===== config.mk =====
export PLATFORM = sky130hd
export DESIGN_NAME = cacheline_adapter
export DESIGN_NICKNAME = d
export VERILOG_FILES = /design/src/rtl/cacheline_adapter.sv
export SDC_FILE = /design/constraint.sdc
export NUM_CORES = 1
export LEC_CHECK = 0
export ABC_AREA = 1
export CORE_AREA = 8 8 307 309
export CTS_CLUSTER_SIZE = 28
export DETAILED_ROUTE_END_ITERATION = 10
export DIE_AREA = 0 0 315 317
export HOLD_SLACK_MARGIN = 0.05
export SLEW_MARGIN = 20
export SYNTH_ARGS = -nofsm -noshare
export SYNTH_HDL_FRONTEND = slang
export SYNTH_SLANG_ARGS = --single-unit

===== constraint.sdc =====
create_clock -name clk -period 3.1 [get_ports clk]
set_input_delay 0.31 -clock clk [delete_from_list [all_inputs] [get_ports clk]]
set_output_delay 0.31 -clock clk [all_outputs]
set_load 0.005 [all_outputs]

===== src/rtl/cacheline_adapter.sv =====
// Converts 256-bit cacheline read/write requests into four 64-bit memory beats.
// Read beats are tagged by address; only beats for the pending line are kept.
module cacheline_adapter (
    input  logic         clk,
    input  logic         rst,
    input  logic [31:0]  dfp_addr,
    input  logic         dfp_read,
    input  logic         dfp_write,
    input  logic [255:0] dfp_wdata,
    output logic [255:0] dfp_rdata,
    output logic         dfp_resp,
    output logic [31:0]  bmem_addr,
    output logic         bmem_read,
    output logic         bmem_write,
    output logic [63:0]  bmem_wdata,
    input  logic         bmem_ready,
    input  logic [31:0]  bmem_raddr,
    input  logic [63:0]  bmem_rdata,
    input  logic         bmem_rvalid
);

    typedef enum logic [2:0] {
        IDLE,
        READ_REQ,
        READ_WAIT,
        WRITE,
        RESP
    } state_e;

    state_e         state_q, state_d;
    logic [1:0]     cnt_q, cnt_d;
    logic [31:0]    addr_q, addr_d;
    logic [255:0]   line_q, line_d;
    logic [255:0]   wdata_q, wdata_d;

    always_ff @(posedge clk or negedge rst) begin
        if (!rst) begin
            state_q <= IDLE;
            cnt_q   <= 2'd0;
            addr_q  <= 32'd0;
            line_q  <= 256'd0;
            wdata_q <= 256'd0;
        end else begin
            state_q <= state_d;
            cnt_q   <= cnt_d;
            addr_q  <= addr_d;
            line_q  <= line_d;
            wdata_q <= wdata_d;
        end
    end

    always_comb begin
        state_d    = state_q;
        cnt_d      = cnt_q;
        addr_d     = addr_q;
        line_d     = line_q;
        wdata_d    = wdata_q;
        dfp_resp   = 1'b0;
        bmem_addr  = 32'd0;
        bmem_read  = 1'b0;
        bmem_write = 1'b0;
        bmem_wdata = 64'd0;

        case (state_q)
            IDLE: begin
                // Write wins when both requests are raised together.
                if (dfp_write) begin
                    addr_d  = {dfp_addr[31:5], 5'b0};
                    wdata_d = dfp_wdata;
                    cnt_d   = 2'd0;
                    state_d = WRITE;
                end else if (dfp_read) begin
                    addr_d  = {dfp_addr[31:5], 5'b0};
                    cnt_d   = 2'd0;
                    state_d = READ_REQ;
                end
            end
            READ_REQ: begin
                bmem_read = 1'b1;
                bmem_addr = addr_q;
                if (bmem_ready) state_d = READ_WAIT;
            end
            READ_WAIT: begin
                if (bmem_rvalid && (bmem_raddr == addr_q)) begin
                    line_d[{cnt_q, 6'd0} +: 64] = bmem_rdata;
                    if (cnt_q == 2'd3) state_d = RESP;
                    else               cnt_d   = cnt_q + 2'd1;
                end
            end
            WRITE: begin
                bmem_write = 1'b1;
                bmem_addr  = addr_q;
                bmem_wdata = wdata_q[{cnt_q, 6'd0} +: 64];
                if (bmem_ready) begin
                    if (cnt_q == 2'd3) state_d = RESP;
                    else               cnt_d   = cnt_q + 2'd1;
                end
            end
            RESP: begin
                dfp_resp = 1'b1;
                state_d  = IDLE;
            end
            default: state_d = IDLE;
        endcase
    end

    assign dfp_rdata = line_q;

endmodule

==> impl_metrics.yaml <==
yosys:
  syn_area_mm2: 0.0265
  ys_ff_latch: 544
  yosys_warnings: 0
  synth_top_area_share_pct: 51.3
  netlist_instances: 3404
  synth-seq-area-share_pct: 51.3
  synth_area_leader_cell: "dfrtp_1"
  yosys-top-cells-area: "dfrtp_1 (51%), nand2_1 (16%), nand4_1 (6.1%), o21ai_0 (4.9%), a21oi_1 (4.1%)"
  synth_area_per_cell_um2: 7.79
  synth_cell_types: 30
layout:
  mostFrequentLayoutCells: "nand2_1 (1131), clkdlybuf4s50_1 (732), dfrtp_1 (542)"
  drive_gt1_share_pct: 5.35
  fin_cells: 5248
  nNetsFinal: 4403
  final_common_cell: "nand2_1"
  fin_util_pct: 41.5
  area_growth_pct: 39.7
global_route:
  grt_remaining_overflow: 0
  antenna_found_initial: 22
  first_global_vias: 25200
  grt_pass1_wl_um: 159000
  grt_use_total_pct: 20.4
  grt_max_degree: 129
die:
  die-area_mm2: 0.0999
  core.rowCount: 110
  start_util_pct: 29.7
  die_x_um: 315
  io_pins: 745
  die_h_um: 317
  core-area_mm2: 0.0893
drt:
  firstDrtPassIters: 5
  drt_iter0_markers: 2270
  viasPerCell: 4.90
  vias: 25700
  antenna_left: 0
  wl_per_cell_um: 20.3
  drc: 0
  routed_wl_um: 106000
placed_design:
  dp_cells: 5114
  gp_congestion: 0.858
  hpwl_um: 74100
  portBuffers: 734
setup_path:
  rr_worst_depth: 8
  critPathKind: "register to output port"
  path_delay_family: "buffers and inverters"
  crit_buf_inv: 2
  path_depth: 5
  critical_path_required_ps: 2790
  startpoint_type: "register"
  cp-end-kind: "output port"
  crit_path_max_fanout: 128
  cpMaxStageDelayCell: "clkdlybuf4s50_1"
  critPathMostFrequentCell: "a21oi_1"
  r2r_slack_ps: 690
  path_cells: "buf_12 -> a21oi_1 -> o21ai_0 -> a21oi_1 -> clkdlybuf4s50_1"
  cp.arrival_ps: 2760
  critPathMaxStageDelay_ps: 540
sta:
  setup_violations: 0
  fin_crit_sh_pct: 99.1
  worst_slew_pin_slew_ps: 957
  drv_slew: 0
  hold_viol: 0
  fmax_ghz: 0.325
  fin_crit_ps: 3070
  slew_headroom_pct: 36.2
  clock_skew_ps: 35.7
  grt_setup_unrepaired: "true"
status:
  outcome: "finished, final reports clean"
clock_tree:
  clock_sinks: 544
  cts_buffers: 66
  cts.htree.levels: 3
  clk_pin_slew_ps: 60
  clk_latency_ps: 600
  cts.path.max_buffers: 3
  cts-root-buf: "clkbuf_16"
  cts_tree: "yes"
hold_path:
  holdPathStages: 3
  hold_class: "input pin to register"
power:
  p_leak_nw: 17.5
  p_per_area_mw_per_mm2: 738
  peakVddDrop_mv: 0.420
run:
  maxCapViolations: 0
==> power breakdown <==
group | switching [mW] | internal (mW)
registers | 0.756 | 8.93
clock network | 3.18 | 4.54
logic | 6.57 | 3.35
==> flip-flops by register name, summed over array words and instances, names as in the netlist <==
name	cells
wdata_q	256
state_q	3
addr_q	27
dfp_rdata	256
cnt_q	2
==> layout make-up <==
class / instances / area [um2]
diodes: 18 / 45.0
clock buffers: 92 / 1890
clock inverters: 23 / 251
fillers: 9144 / 52300
inverters: 258 / 988
multi-input cells: 2326 / 10500
flip-flops and latches: 544 / 13600
well taps: 1176 / 1470
repair buffers: 811 / 8310
==> stage by stage <==
| step | TNS [ps] | total power, mW | hold WS (ps) | setup WS [ps] | area (um2) |
|---|---|---|---|---|---|
| detailed placement | 0 | 19.7 | 344 | 465 | 34800 |
| CTS | 0 | 27.6 | 196 | 5.91 | 37000 |
| floorplan | 0 | 15.5 | 14.4 | 632 | 26500 |
| global placement | 0 | 19.6 | 348 | 455 | 34800 |
| finish | 0 | 27.3 | 251 | 27.4 | 37000 |
| global route | -138 | 29.1 | 230 | -34.2 | 37000 |
==> kinds of logic (layout without fill, tap and decap cells) <==
kind of cell | after synthesis | after routing | share of synthesized area [%]
flip-flops | 544 | 544 | 51.3
adder cells (fa/ha/maj) | 6 | 6 | 0.283
AO/OA/AOI/OAI | 483 | 483 | 9.13
buffers and inverters | 538 | 1184 | 9.39
XOR/XNOR | 9 | 9 | 0.297
other | 1 | 23 | 0.0141
AND/OR/NAND/NOR | 1823 | 1823 | 29.5
==> synth_stat cells <==
library cell / count
nand2_1: 1133
dfrtp_1: 544
o21ai_0: 258
nand4_1: 257
inv_1: 242
nor2_1: 220
a21oi_1: 219
clkbuf_1: 157
nor3_1: 129
nand3_1: 72
buf_6: 49
buf_2: 48
buf_1: 19
inv_2: 16
ha_1: 6
xnor2_1: 6
buf_4: 5
o21ai_1: 5
nand3_4: 4
xor2_1: 3
buf_8: 2
nand3b_1: 2
a221oi_1: 1
conb_1: 1
nand2_2: 1
nor2_2: 1
nor2_4: 1
nor2_8: 1
nor3b_1: 1
or2_2: 1
==> worst register-to-register path, delay by kind of cell (launching register included) <==
family / cells / cell delay (ps)
AND/OR/NAND/NOR: 4 / 680
flip-flops: 1 / 530
adder cells (fa/ha/maj): 1 / 200
buffers and inverters: 3 / 890
==> worst paths after layout <==
path / from / end
max reg2reg: cnt_q[1]$_DFFE_PN0P_ / dfp_rdata[61]$_DFFE_PN0P_
max: cnt_q[0]$_DFFE_PN0P_ / bmem_wdata[35]
max in group asynchronous: rst / dfp_rdata[229]$_DFFE_PN0P_
min in group asynchronous: rst / dfp_rdata[170]$_DFFE_PN0P_
min: dfp_wdata[41] / wdata_q[41]$_DFFE_PN0P_
min reg2reg: wdata_q[211]$_DFFE_PN0P_ / wdata_q[211]$_DFFE_PN0P_
==> layer usage <==
layer,wire (um),global-route usage (%)
met4,3290,7.16
met1,43900,26.1
met3,9320,5.61
met2,49800,33.2
met5,81,0
==> timing repair <==
action / CTS / global route
endpoints found under the hold margin: 46 / 0
setup buffers: 0 / 0
setup endpoints to repair: 50 / 13
hold buffers: 1 / 0
pin swaps: 0 / 0
gates cloned: 0 / 0
gates resized for setup: 6 / 3
Power figures use the tool's default switching activity.
